## src/rtl/gray_seq_monitor_if.sv

```systemverilog
// Gray monitor bus: sample inputs from the counter stage plus monitor status outputs.
interface gray_seq_monitor_if #(
    parameter int unsigned WIDTH  = 3,
    parameter int unsigned WRAP_W = 8
);
    logic              In_valid;
    logic [WIDTH-1:0]  Gray_in;
    logic              Overflow_in;
    logic              Clr_err;
    logic [WIDTH-1:0]  Bin_out;
    logic              Bin_valid;
    logic [WRAP_W-1:0] Wrap_count;
    logic              Locked;
    logic              Err;
    logic [1:0]        Err_code;

    // Driver side (counter stage / software)
    modport master (
        output In_valid, Gray_in, Overflow_in, Clr_err,
        input  Bin_out, Bin_valid, Wrap_count, Locked, Err, Err_code
    );

    // Monitor side
    modport slave (
        input  In_valid, Gray_in, Overflow_in, Clr_err,
        output Bin_out, Bin_valid, Wrap_count, Locked, Err, Err_code
    );
endinterface

```

## src/rtl/gray_seq_monitor.sv

```systemverilog
// Gray-code sequence monitor: converts sampled Gray values to binary, checks for
// legal single-step forward advance, counts wraps and latches a sticky error code.
// Optional stall limit enabled by defining GRAY_SEQ_MONITOR_STALL_LIMIT_EN.
// Err_code: 01 multi-bit jump, 10 backward step, 11 overflow mismatch / stall limit.
module gray_seq_monitor #(
    parameter int unsigned WIDTH     = 3,
    parameter int unsigned WRAP_W    = 8,
    parameter int unsigned STALL_MAX = 16
) (
    input  logic                Clk,
    input  logic                Reset_n,
    gray_seq_monitor_if.slave   bus
);

    localparam logic [1:0] UNLOCKED = 2'd0;
    localparam logic [1:0] LOCKED   = 2'd1;
    localparam logic [1:0] ERROR    = 2'd2;

    localparam logic [1:0] CODE_NONE = 2'b00;
    localparam logic [1:0] CODE_JUMP = 2'b01;
    localparam logic [1:0] CODE_BACK = 2'b10;
    localparam logic [1:0] CODE_OVF  = 2'b11;

    // Gray to binary: each binary bit is the XOR of all Gray bits at or above it
    function automatic logic [WIDTH-1:0] gray2bin(input logic [WIDTH-1:0] g);
        logic [WIDTH-1:0] b;
        b[WIDTH-1] = g[WIDTH-1];
        for (int i = int'(WIDTH) - 2; i >= 0; i--) begin
            b[i] = b[i+1] ^ g[i];
        end
        return b;
    endfunction

    logic [1:0]        state_q,     state_d;
    logic [WIDTH-1:0]  last_gray_q, last_gray_d;
    logic              last_ovf_q,  last_ovf_d;
    logic [WIDTH-1:0]  bin_q,       bin_d;
    logic              bin_valid_q, bin_valid_d;
    logic [WRAP_W-1:0] wrap_q,      wrap_d;
    logic              locked_q,    locked_d;
    logic              err_q,       err_d;
    logic [1:0]        code_q,      code_d;

`ifdef GRAY_SEQ_MONITOR_STALL_LIMIT_EN
    localparam int unsigned STALL_W = $clog2(STALL_MAX + 1);
    logic [STALL_W-1:0] stall_q, stall_d;
    logic               stall_err;
`else
    localparam int unsigned unused_stall_max = STALL_MAX;
`endif

    logic [WIDTH-1:0] gray_bin;
    logic [WIDTH-1:0] last_bin;
    logic [WIDTH-1:0] diff;
    logic             is_stall;
    logic             is_single;
    logic             is_wrap;
    logic             is_fwd;
    logic             ovf_rise;
    logic             ovf_fall;
    logic             upstream_rst;
    logic             jump_err;
    logic             back_err;
    logic             ovf_err;

    // Classify the incoming sample against the last accepted one
    always_comb begin
        gray_bin     = gray2bin(bus.Gray_in);
        last_bin     = gray2bin(last_gray_q);
        diff         = bus.Gray_in ^ last_gray_q;
        is_stall     = (diff == '0);
        is_single    = !is_stall && ((diff & (diff - WIDTH'(1))) == '0);
        is_wrap      = is_single && (last_bin == '1) && (gray_bin == '0);
        is_fwd       = is_single && !is_wrap && (gray_bin == last_bin + WIDTH'(1));
        ovf_rise     = bus.Overflow_in && !last_ovf_q;
        ovf_fall     = !bus.Overflow_in && last_ovf_q;
        // Overflow dropping together with Gray=0 is an upstream counter reset
        upstream_rst = ovf_fall && (bus.Gray_in == '0);
        jump_err     = !upstream_rst && (ovf_fall || (!is_stall && !is_single));
        back_err     = !upstream_rst && is_single && !is_fwd && !is_wrap;
        ovf_err      = ovf_rise && !is_wrap;
    end

`ifdef GRAY_SEQ_MONITOR_STALL_LIMIT_EN
    // Stall limit reached on this sample
    always_comb begin
        stall_err = is_stall && (stall_q == STALL_W'(STALL_MAX - 1));
    end
`endif

    // Next-state and registered-output logic
    always_comb begin
        state_d     = state_q;
        last_gray_d = last_gray_q;
        last_ovf_d  = last_ovf_q;
        bin_d       = bin_q;
        bin_valid_d = 1'b0;
        wrap_d      = wrap_q;
        err_d       = err_q;
        code_d      = code_q;
`ifdef GRAY_SEQ_MONITOR_STALL_LIMIT_EN
        stall_d     = stall_q;
`endif

        if (bus.Clr_err) begin
            state_d = UNLOCKED;
            err_d   = 1'b0;
            code_d  = CODE_NONE;
`ifdef GRAY_SEQ_MONITOR_STALL_LIMIT_EN
            stall_d = '0;
`endif
        end else if (bus.In_valid) begin
            case (state_q)
                UNLOCKED: begin
                    last_gray_d = bus.Gray_in;
                    last_ovf_d  = bus.Overflow_in;
                    bin_d       = gray_bin;
                    bin_valid_d = 1'b1;
                    state_d     = LOCKED;
`ifdef GRAY_SEQ_MONITOR_STALL_LIMIT_EN
                    stall_d     = '0;
`endif
                end
                LOCKED: begin
                    if (jump_err) begin
                        err_d   = 1'b1;
                        code_d  = CODE_JUMP;
                        state_d = ERROR;
                    end else if (back_err) begin
                        err_d   = 1'b1;
                        code_d  = CODE_BACK;
                        state_d = ERROR;
`ifdef GRAY_SEQ_MONITOR_STALL_LIMIT_EN
                    end else if (ovf_err || stall_err) begin
`else
                    end else if (ovf_err) begin
`endif
                        err_d   = 1'b1;
                        code_d  = CODE_OVF;
                        state_d = ERROR;
                    end else begin
                        last_gray_d = bus.Gray_in;
                        last_ovf_d  = bus.Overflow_in;
                        bin_d       = gray_bin;
                        bin_valid_d = 1'b1;
                        if (is_wrap && (wrap_q != '1)) begin
                            wrap_d = wrap_q + WRAP_W'(1);
                        end
`ifdef GRAY_SEQ_MONITOR_STALL_LIMIT_EN
                        stall_d = is_stall ? stall_q + STALL_W'(1) : '0;
`endif
                    end
                end
                ERROR: begin
                    state_d = ERROR;
                end
                default: begin
                    state_d = UNLOCKED;
                end
            endcase
        end

        locked_d = (state_d == LOCKED);
    end

    // State and output registers
    always_ff @(posedge Clk or negedge Reset_n) begin
        if (!Reset_n) begin
            state_q     <= UNLOCKED;
            last_gray_q <= '0;
            last_ovf_q  <= 1'b0;
            bin_q       <= '0;
            bin_valid_q <= 1'b0;
            wrap_q      <= '0;
            locked_q    <= 1'b0;
            err_q       <= 1'b0;
            code_q      <= CODE_NONE;
        end else begin
            state_q     <= state_d;
            last_gray_q <= last_gray_d;
            last_ovf_q  <= last_ovf_d;
            bin_q       <= bin_d;
            bin_valid_q <= bin_valid_d;
            wrap_q      <= wrap_d;
            locked_q    <= locked_d;
            err_q       <= err_d;
            code_q      <= code_d;
        end
    end

`ifdef GRAY_SEQ_MONITOR_STALL_LIMIT_EN
    // Consecutive stall sample counter
    always_ff @(posedge Clk or negedge Reset_n) begin
        if (!Reset_n) begin
            stall_q <= '0;
        end else begin
            stall_q <= stall_d;
        end
    end
`endif

    assign bus.Bin_out    = bin_q;
    assign bus.Bin_valid  = bin_valid_q;
    assign bus.Wrap_count = wrap_q;
    assign bus.Locked     = locked_q;
    assign bus.Err        = err_q;
    assign bus.Err_code   = code_q;

endmodule

```

## src/flat_wrapper.sv

```systemverilog
// flat-port wrapper written by rule: the top's interface ports become plain ports
module gray_seq_monitor_flat 
#(
    parameter int unsigned WIDTH     = 3,
    parameter int unsigned WRAP_W    = 8,
    parameter int unsigned STALL_MAX = 16
)
  (Clk, Reset_n, bus_In_valid, bus_Gray_in, bus_Overflow_in, bus_Clr_err, bus_Bin_out, bus_Bin_valid, bus_Wrap_count, bus_Locked, bus_Err, bus_Err_code);
  gray_seq_monitor_if #(.WIDTH(WIDTH), .WRAP_W(WRAP_W)) bus_i ();
  input  logic Clk;
  input  logic Reset_n;
  input wire logic [$bits(bus_i.In_valid)-1:0] bus_In_valid;
  input wire logic [$bits(bus_i.Gray_in)-1:0] bus_Gray_in;
  input wire logic [$bits(bus_i.Overflow_in)-1:0] bus_Overflow_in;
  input wire logic [$bits(bus_i.Clr_err)-1:0] bus_Clr_err;
  output wire logic [$bits(bus_i.Bin_out)-1:0] bus_Bin_out;
  output wire logic [$bits(bus_i.Bin_valid)-1:0] bus_Bin_valid;
  output wire logic [$bits(bus_i.Wrap_count)-1:0] bus_Wrap_count;
  output wire logic [$bits(bus_i.Locked)-1:0] bus_Locked;
  output wire logic [$bits(bus_i.Err)-1:0] bus_Err;
  output wire logic [$bits(bus_i.Err_code)-1:0] bus_Err_code;
  assign bus_i.In_valid = bus_In_valid;
  assign bus_i.Gray_in = bus_Gray_in;
  assign bus_i.Overflow_in = bus_Overflow_in;
  assign bus_i.Clr_err = bus_Clr_err;
  assign bus_Bin_out = bus_i.Bin_out;
  assign bus_Bin_valid = bus_i.Bin_valid;
  assign bus_Wrap_count = bus_i.Wrap_count;
  assign bus_Locked = bus_i.Locked;
  assign bus_Err = bus_i.Err;
  assign bus_Err_code = bus_i.Err_code;
  gray_seq_monitor #(.WIDTH(WIDTH), .WRAP_W(WRAP_W), .STALL_MAX(STALL_MAX)) u_core (.Clk(Clk), .Reset_n(Reset_n), .bus(bus_i));
endmodule
```

## config.mk

```make
export PLATFORM = sky130hd
export DESIGN_NAME = gray_seq_monitor_flat
export DESIGN_NICKNAME = d
export VERILOG_FILES = /design/src/rtl/gray_seq_monitor_if.sv /design/src/rtl/gray_seq_monitor.sv /design/src/flat_wrapper.sv
export SDC_FILE = /design/constraint.sdc
export NUM_CORES = 1
export LEC_CHECK = 0
export CORE_MARGIN = 2
export CORE_UTILIZATION = 40
export CTS_CLUSTER_DIAMETER = 100
export DETAILED_ROUTE_END_ITERATION = 7
export GPL_ROUTABILITY_DRIVEN = 1
export SKIP_CTS_REPAIR_TIMING = 1
export SYNTH_ARGS = -nofsm -noshare
export SYNTH_HDL_FRONTEND = slang
export SYNTH_SLANG_ARGS = --single-unit
```

## constraint.sdc

```tcl
create_clock -name Clk -period 2.9 [get_ports Clk]
set_clock_uncertainty 0.2 [all_clocks]
set_input_delay 0.29 -clock Clk [delete_from_list [all_inputs] [get_ports Clk]]
set_output_delay 0.29 -clock Clk [all_outputs]
set_load 0.01 [all_outputs]
```

==> results of run 1 <==
## stage by stage
step	TNS (ps)	cells	total power, mW	utilization [%]	instance area, um2
after floorplan	0	104	0.671	-	1190
after global placement	0	166	0.814	54.3	1510
after detailed placement	-269	166	0.824	54.3	1510
after CTS	0	170	0.970	55.2	1540
after global routing	0	170	1.02	55.2	1540
final	0	170	0.954	55.2	1540
## per-layer routing
| layer | track usage, % | up-vias |
|---|---|---|
| met5 | 0 | - |
| met4 | 3.99 | 0 |
| met3 | 5.49 | 4 |
| met2 | 24.4 | 21 |
| met1 | 21.8 | 433 |
| li1 | - | 445 |
## sequential cells by signal, indices dropped and copies added (netlist names)
signal,flops
u_core.last_gray_q,3
u_core.bus.Bin_out,2
u_core.bus.Bin_valid,1
u_core.bus.Err,1
u_core.bus.Wrap_count,8
u_core.bus.Err_code,2
u_core.bus.Locked,1
u_core.state_q,2
u_core.last_ovf_q,1
## power groups by stage
stage                     combinational (mW)  sequential, mW  clock, mW
after floorplan                        0.284           0.387          0
after global placement                 0.434           0.380          0
after detailed placement               0.445           0.379          0
after CTS                              0.447           0.374      0.149
after global routing                   0.481           0.380      0.162
final                                  0.443           0.374      0.137
## cell families after synthesis
group / count (synthesis) / synth area share [%]
multiplexers: 7 / 7.69
adder cells (fa/ha/maj): 3 / 3.16
AO/OA/AOI/OAI: 18 / 13.1
buffers and inverters: 7 / 3.79
XOR/XNOR: 14 / 11.0
AND/OR/NAND/NOR: 34 / 17.1
flip-flops: 21 / 44.3
## cell usage after synthesis (2+ instances only)
library cell / instances / area, um2
a211oi_1: 3 / 22.5
a21oi_1: 4 / 20.0
a31oi_1: 2 / 12.5
and3_1: 2 / 12.5
buf_6: 2 / 22.5
dfrtp_1: 21 / 526
ha_1: 3 / 37.5
inv_1: 4 / 15.0
mux2_4: 4 / 60.1
mux2i_1: 2 / 20.0
nand2_1: 8 / 30.0
nand3_1: 2 / 10.0
nand4_1: 5 / 31.3
nor2_1: 4 / 15.0
nor3_1: 2 / 10.0
nor4_1: 2 / 12.5
o21ai_0: 2 / 10.0
or3_1: 2 / 12.5
xnor2_1: 7 / 61.3
xor2_1: 6 / 52.6
## layout make-up
cell class / count / area, um2 / share of cell area (%)
clock buffers: 4 / 26.3 / 1.71
inverters: 4 / 15.0 / 0.978
multi-input cells: 76 / 617 / 40.2
flip-flops and latches: 21 / 526 / 34.2
well taps: 31 / 38.8 / 2.53
repair buffers: 34 / 313 / 20.4
## worst paths after layout
kind                                            start                  endpoint  slack, ps  cells after the start
worst min-delay path                          Reset_n         u_core.last_ovf_q        120                      2
worst max-delay path            u_core.last_gray_q[1]     u_core.last_gray_q[2]        200                      8
max in group asynchronous                     Reset_n  u_core.bus.Wrap_count[6]       2160                      2
worst min register to register         u_core.bus.Err            u_core.bus.Err        310                      2
min in group Clk                       u_core.bus.Err            u_core.bus.Err        310                      2
worst max register to register  u_core.last_gray_q[1]     u_core.last_gray_q[2]        200                      8
==> metrics, run 1 <==
Final nets 151; Inserted Clock Buffers 3; share of cells above drive strength 1 approximately 19%; Internal around 0.60 mW; VDD IR max between 0.0004 and 0.0005 V; critical path class flip-flop to flip-flop; I/O pin total 24; outcome complete, no violations; first-pass GRT wire length ~4.2 mm; Max Slew Vio Count 0; CP endpoint kind flip-flop; CTS tree built; DR vias/cell between 5 and 6; drt pass-1 iters 4; Starting Density 42.7%; Seq/Total Area, Yosys 44.3%; Net Count, Synth approximately 120; Hold Crit Class primary input to async pin; routed wl met3 105 um; commonest non-fill, non-tap cell in the layout clkdlybuf4s50_1; GPL Wtd Cong 0.853; Die ar. ~3400 um2; unrepaired setup endpoints after global routing no; crit path max-delay cell type dfrtp_1; Combinational Power Share ~47%; HPWL Detailed 1.82 mm; grt ovf 0; crit path time final roughly 2700 ps; Synth Cell Area 1190 um2; drt wl/cell 14.2 um; post-route ant nets 0; initial antenna violation count 0; EDFF count, synth 0; routed wire length 2.42 mm; Psw 0.350 mW; WP buf/inv 0; Die Y ~60 um; port bufs 23; most used cell, CP xor2_1; synthesis-stage register bit count 21; cells after synthesis roughly 100; syn_area_per_cell about 11 um2; clock root buffer clkbuf_4; drt drc 0; number of global-route vias before repair 883; clock-pin slew on the worst setup and hold paths 110 ps; Worst EP arrival 2700 ps; Core Box Area between 2000 and 3000 um2; CP required about 2900 ps; WL met1 1.15 mm; hold slack 123 ps; FMAX roughly 370 MHz; Max Used Layer met4; Main synth FF type dfrtp_1; clock share of power 14.3%; max_cap viols 0; layout filler cell count 251; DR vias between 900 and 1,000; worst stage delay on the critical path between 400 and 500 ps; worst skew pair latency 300 ps; period utilization about 93%; dpl ws -62.9 ps; initial drt markers 26; Least-Margin Pin Slew just over 400 ps; # rows 19; Startpoint Class flip-flop; clock sinks 21; CP top delay family XOR/XNOR gates; WL met2 ~1.1 mm; critical-path maximum fanout 7; Fin. Hold Viols 0; Sw Share about 37%; largest net degree at the start of global routing 22; Critical Path, Cell by Cell xor2_1 > ha_1 > xor2_1 > a211oi_1 > or3_1 > o211ai_4 > a21oi_4 > mux2_4; most frequent cells in the layout clkdlybuf4s50_1 (23), dfrtp_1 (21), buf_4 (11), nand2_1 (8), xnor2_1 (7); Setup Viol. Count Final 0; asr flop ratio synth 100%; Die W around 58 um; Clock Path Buffers 2; H-tree depth 1; Seq pwr share approximately two fifths; Unique masters post-synth 37; gr usage total 16.0%; cell area power density slightly above 600 nW/um2; max_slew headroom 72.7%; fin worst setup slack ~200 ps; Ys Warns 0; Area Overhead vs Synth 29.3%; number of antenna diodes 0; cell leakage power between 0.6 and 0.7 nW
Power figures use the tool's default switching activity.
==> run 2: changes to the inputs <==
==> constraint.sdc (replaced) <==
create_clock -name Clk -period 3.22 [get_ports Clk]
set_clock_uncertainty 0.2 [all_clocks]
set_input_delay 0.322 -clock Clk [delete_from_list [all_inputs] [get_ports Clk]]
set_output_delay 0.322 -clock Clk [all_outputs]
set_load 0.01 [all_outputs]
==> run 2 against run 1 <==
  * Register-to-register slack gained 270 ps
  * Non-clock buffer count shrank 7
  * Total power shrank 12%
  * Worst setup slack gained 270 ps
  * Sequential power shrank 7.8%
  * Clock power shrank 7%
  * Flip-flop and latch count is the same
  * Critical path type unchanged
  * Largest cell class unchanged
  * Via count shrank 2.5%
  * Worst hold slack gained 180 ps
  * Global-route usage shrank 0.17 points
  * Die area is the same
  * First-iteration DRC count grew 31%
  * Critical endpoint is now u_core.last_gray_q[1]
==> metrics, run 2 (same netlist as run 1, synthesis figures left out) <==
outcome complete, no violations; layout filler cell count 242 (-3.6%); Final Instance Count excl. Fillers 163 (-4.1%); CP endpoint kind flip-flop; routing usage on met3 5.27% (-0.22 points); Inst Count DP 159 (-4.2%); clock-pin slew on the worst setup and hold paths 120 ps (about the same); max FFs per register 8 (unchanged); Least-Margin Pin Slew 917 ps (+509 ps); first-pass GRT wire length 4.15 mm (-0.84%); met2 Usage GRT 25.5% (+1.1 points); DR vias 880 (-2.5%); GPL Wtd Cong 0.881 (+3.3%); routed wire length 2.38 mm (-1.5%); Inserted Clock Buffers 3 (unchanged); Final Util 53.3% (-1.9 points); Hold Crit Class primary input to async pin; number of global-route vias before repair 868 (-1.7%); footprint of the multi-input gates 617 um2 (unchanged); Core Box Area 2780 um2 (unchanged); post-route ant nets 0 (unchanged); crit path max-delay cell type dfrtp_1; Die Y 58.5 um (unchanged); FMAX 363 MHz (-1.8%); Reg area 526 um2 (unchanged); critical-path maximum fanout 8 (+1); commonest non-fill, non-tap cell in the layout clkdlybuf4s50_1; Final nets 144 (-4.6%); Startpoint Class flip-flop; Tot Pwr 0.836 mW (-12%); Setup TNS 0 ps (unchanged); initial antenna violation count 0 (unchanged); Starting Density 42.7% (unchanged); number of antenna diodes 0 (unchanged); clock root buffer clkbuf_4; worst stage delay on the critical path 520 ps (+60 ps); # rows 19 (unchanged); cell area power density 564 nW/um2 (-9.2%); Critical Path Source u_core.last_gray_q[2]; I/O pin total 24 (unchanged); initial drt markers 34 (+31%); period utilization 85.4% (-7.7 points); drt pass-1 iters 4 (unchanged); grt ovf 0 (unchanged); crit path time final 2750 ps (+49.1 ps); VDD IR max 0.000419 V (-2.9%); CP required 3220 ps (+330 ps); CTS tree built; Area Overhead vs Synth 24.9%; max_slew headroom 38.7% (-34 points); gr usage total 15.8% (-0.17 points); Fin. Hold Viols 0 (unchanged); HPWL Detailed 1.78 mm (-2.1%); clock sinks 21 (unchanged); Die ar. 3420 um2 (unchanged); most used cell, CP xor2_1; critical path class flip-flop to flip-flop; worst skew pair latency 300 ps (about the same); busiest layer in global routing met2; grt met1 use 20.9% (-0.92 points); Max Slew Vio Count 0 (unchanged); share of cells above drive strength 1 15.2% (-4.3 points); Setup Viol. Count Final 0 (unchanged); DR vias/cell 5.40 (+1.6%); r2r startpoint u_core.last_gray_q[2]; Clock Path Buffers 2 (unchanged); Die W 58.5 um (unchanged); max_cap viols 0 (unchanged); hold slack 305 ps (+182 ps); drt wl/cell 14.6 um (+2.7%); largest net degree at the start of global routing 22 (unchanged); drt drc 0 (unchanged); port bufs 23 (unchanged); most frequent cells in the layout clkdlybuf4s50_1 (23), dfrtp_1 (21), nand2_1 (8), xnor2_1 (7), xor2_1 (6); Worst EP arrival 2750 ps (+50 ps); cell leakage power 0.634 nW (-5.0%); unrepaired setup endpoints after global routing no; H-tree depth 1 (unchanged); Critical Path, Cell by Cell xor2_1 > ha_1 > xor2_1 > a211oi_1 > or3_1 > o211ai_4 > a21oi_4 > mux2_4
## run 2: cell types whose count changed in the layout (fill, tap and decap cells not counted)
cell,before,now
buf_4,11,4
## run 2: cell type report
cell class / count / share of cell area (%)
clock buffer: 4 / 1.77
inverter: 4 / 1.01
multi-input combinational: 76 / 41.6
sequential: 21 / 35.4
tap: 31 / 2.62
timing repair buffer: 27 / 17.6
## run 2: worst paths after layout
kind                                            end  slack (ps)  cells after the start
max in group asynchronous     u_core.last_gray_q[0]        1940                      1
min in group Clk           u_core.bus.Wrap_count[5]         310                      1
setup / recovery              u_core.last_gray_q[1]         470                      8
hold reg to reg            u_core.bus.Wrap_count[5]         310                      1
hold / removal                    u_core.last_ovf_q         310                      1
setup reg to reg              u_core.last_gray_q[1]         470                      8
## run 2: layer usage
| layer | vias to the layer above | wire (um) |
|---|---|---|
| met5 | - | 0 |
| met4 | 0 | 0 |
| met3 | 0 | 114 |
| met2 | 15 | 1110 |
| met1 | 431 | 1160 |
| li1 | 434 | - |
## run 2: per-stage QoR
step / setup slack (ps) / area, um2
2_1_floorplan: 633 / 1190
5_1_grt: 264 / 1480
4_1_cts: 467 / 1480
6_report: 469 / 1480
3_3_place_gp: 239 / 1460
3_5_place_dp: 189 / 1460
## run 2: worst max-delay path, delay by kind of cell, from the launching register on
kind | cells | cell delay, ps
AND/OR/NAND/NOR | 1 | 430
AO/OA/AOI/OAI | 3 | 430
flip-flops | 1 | 520
XOR/XNOR | 2 | 470
multiplexers | 1 | 320
adder cells (fa/ha/maj) | 1 | 290
## run 2: where the power goes
group	internal (mW)	leakage, nW	switching, mW
Sequential	0.303	0.275	0.0420
Combinational	0.176	0.343	0.189
Clock	0.0483	0.0150	0.0788
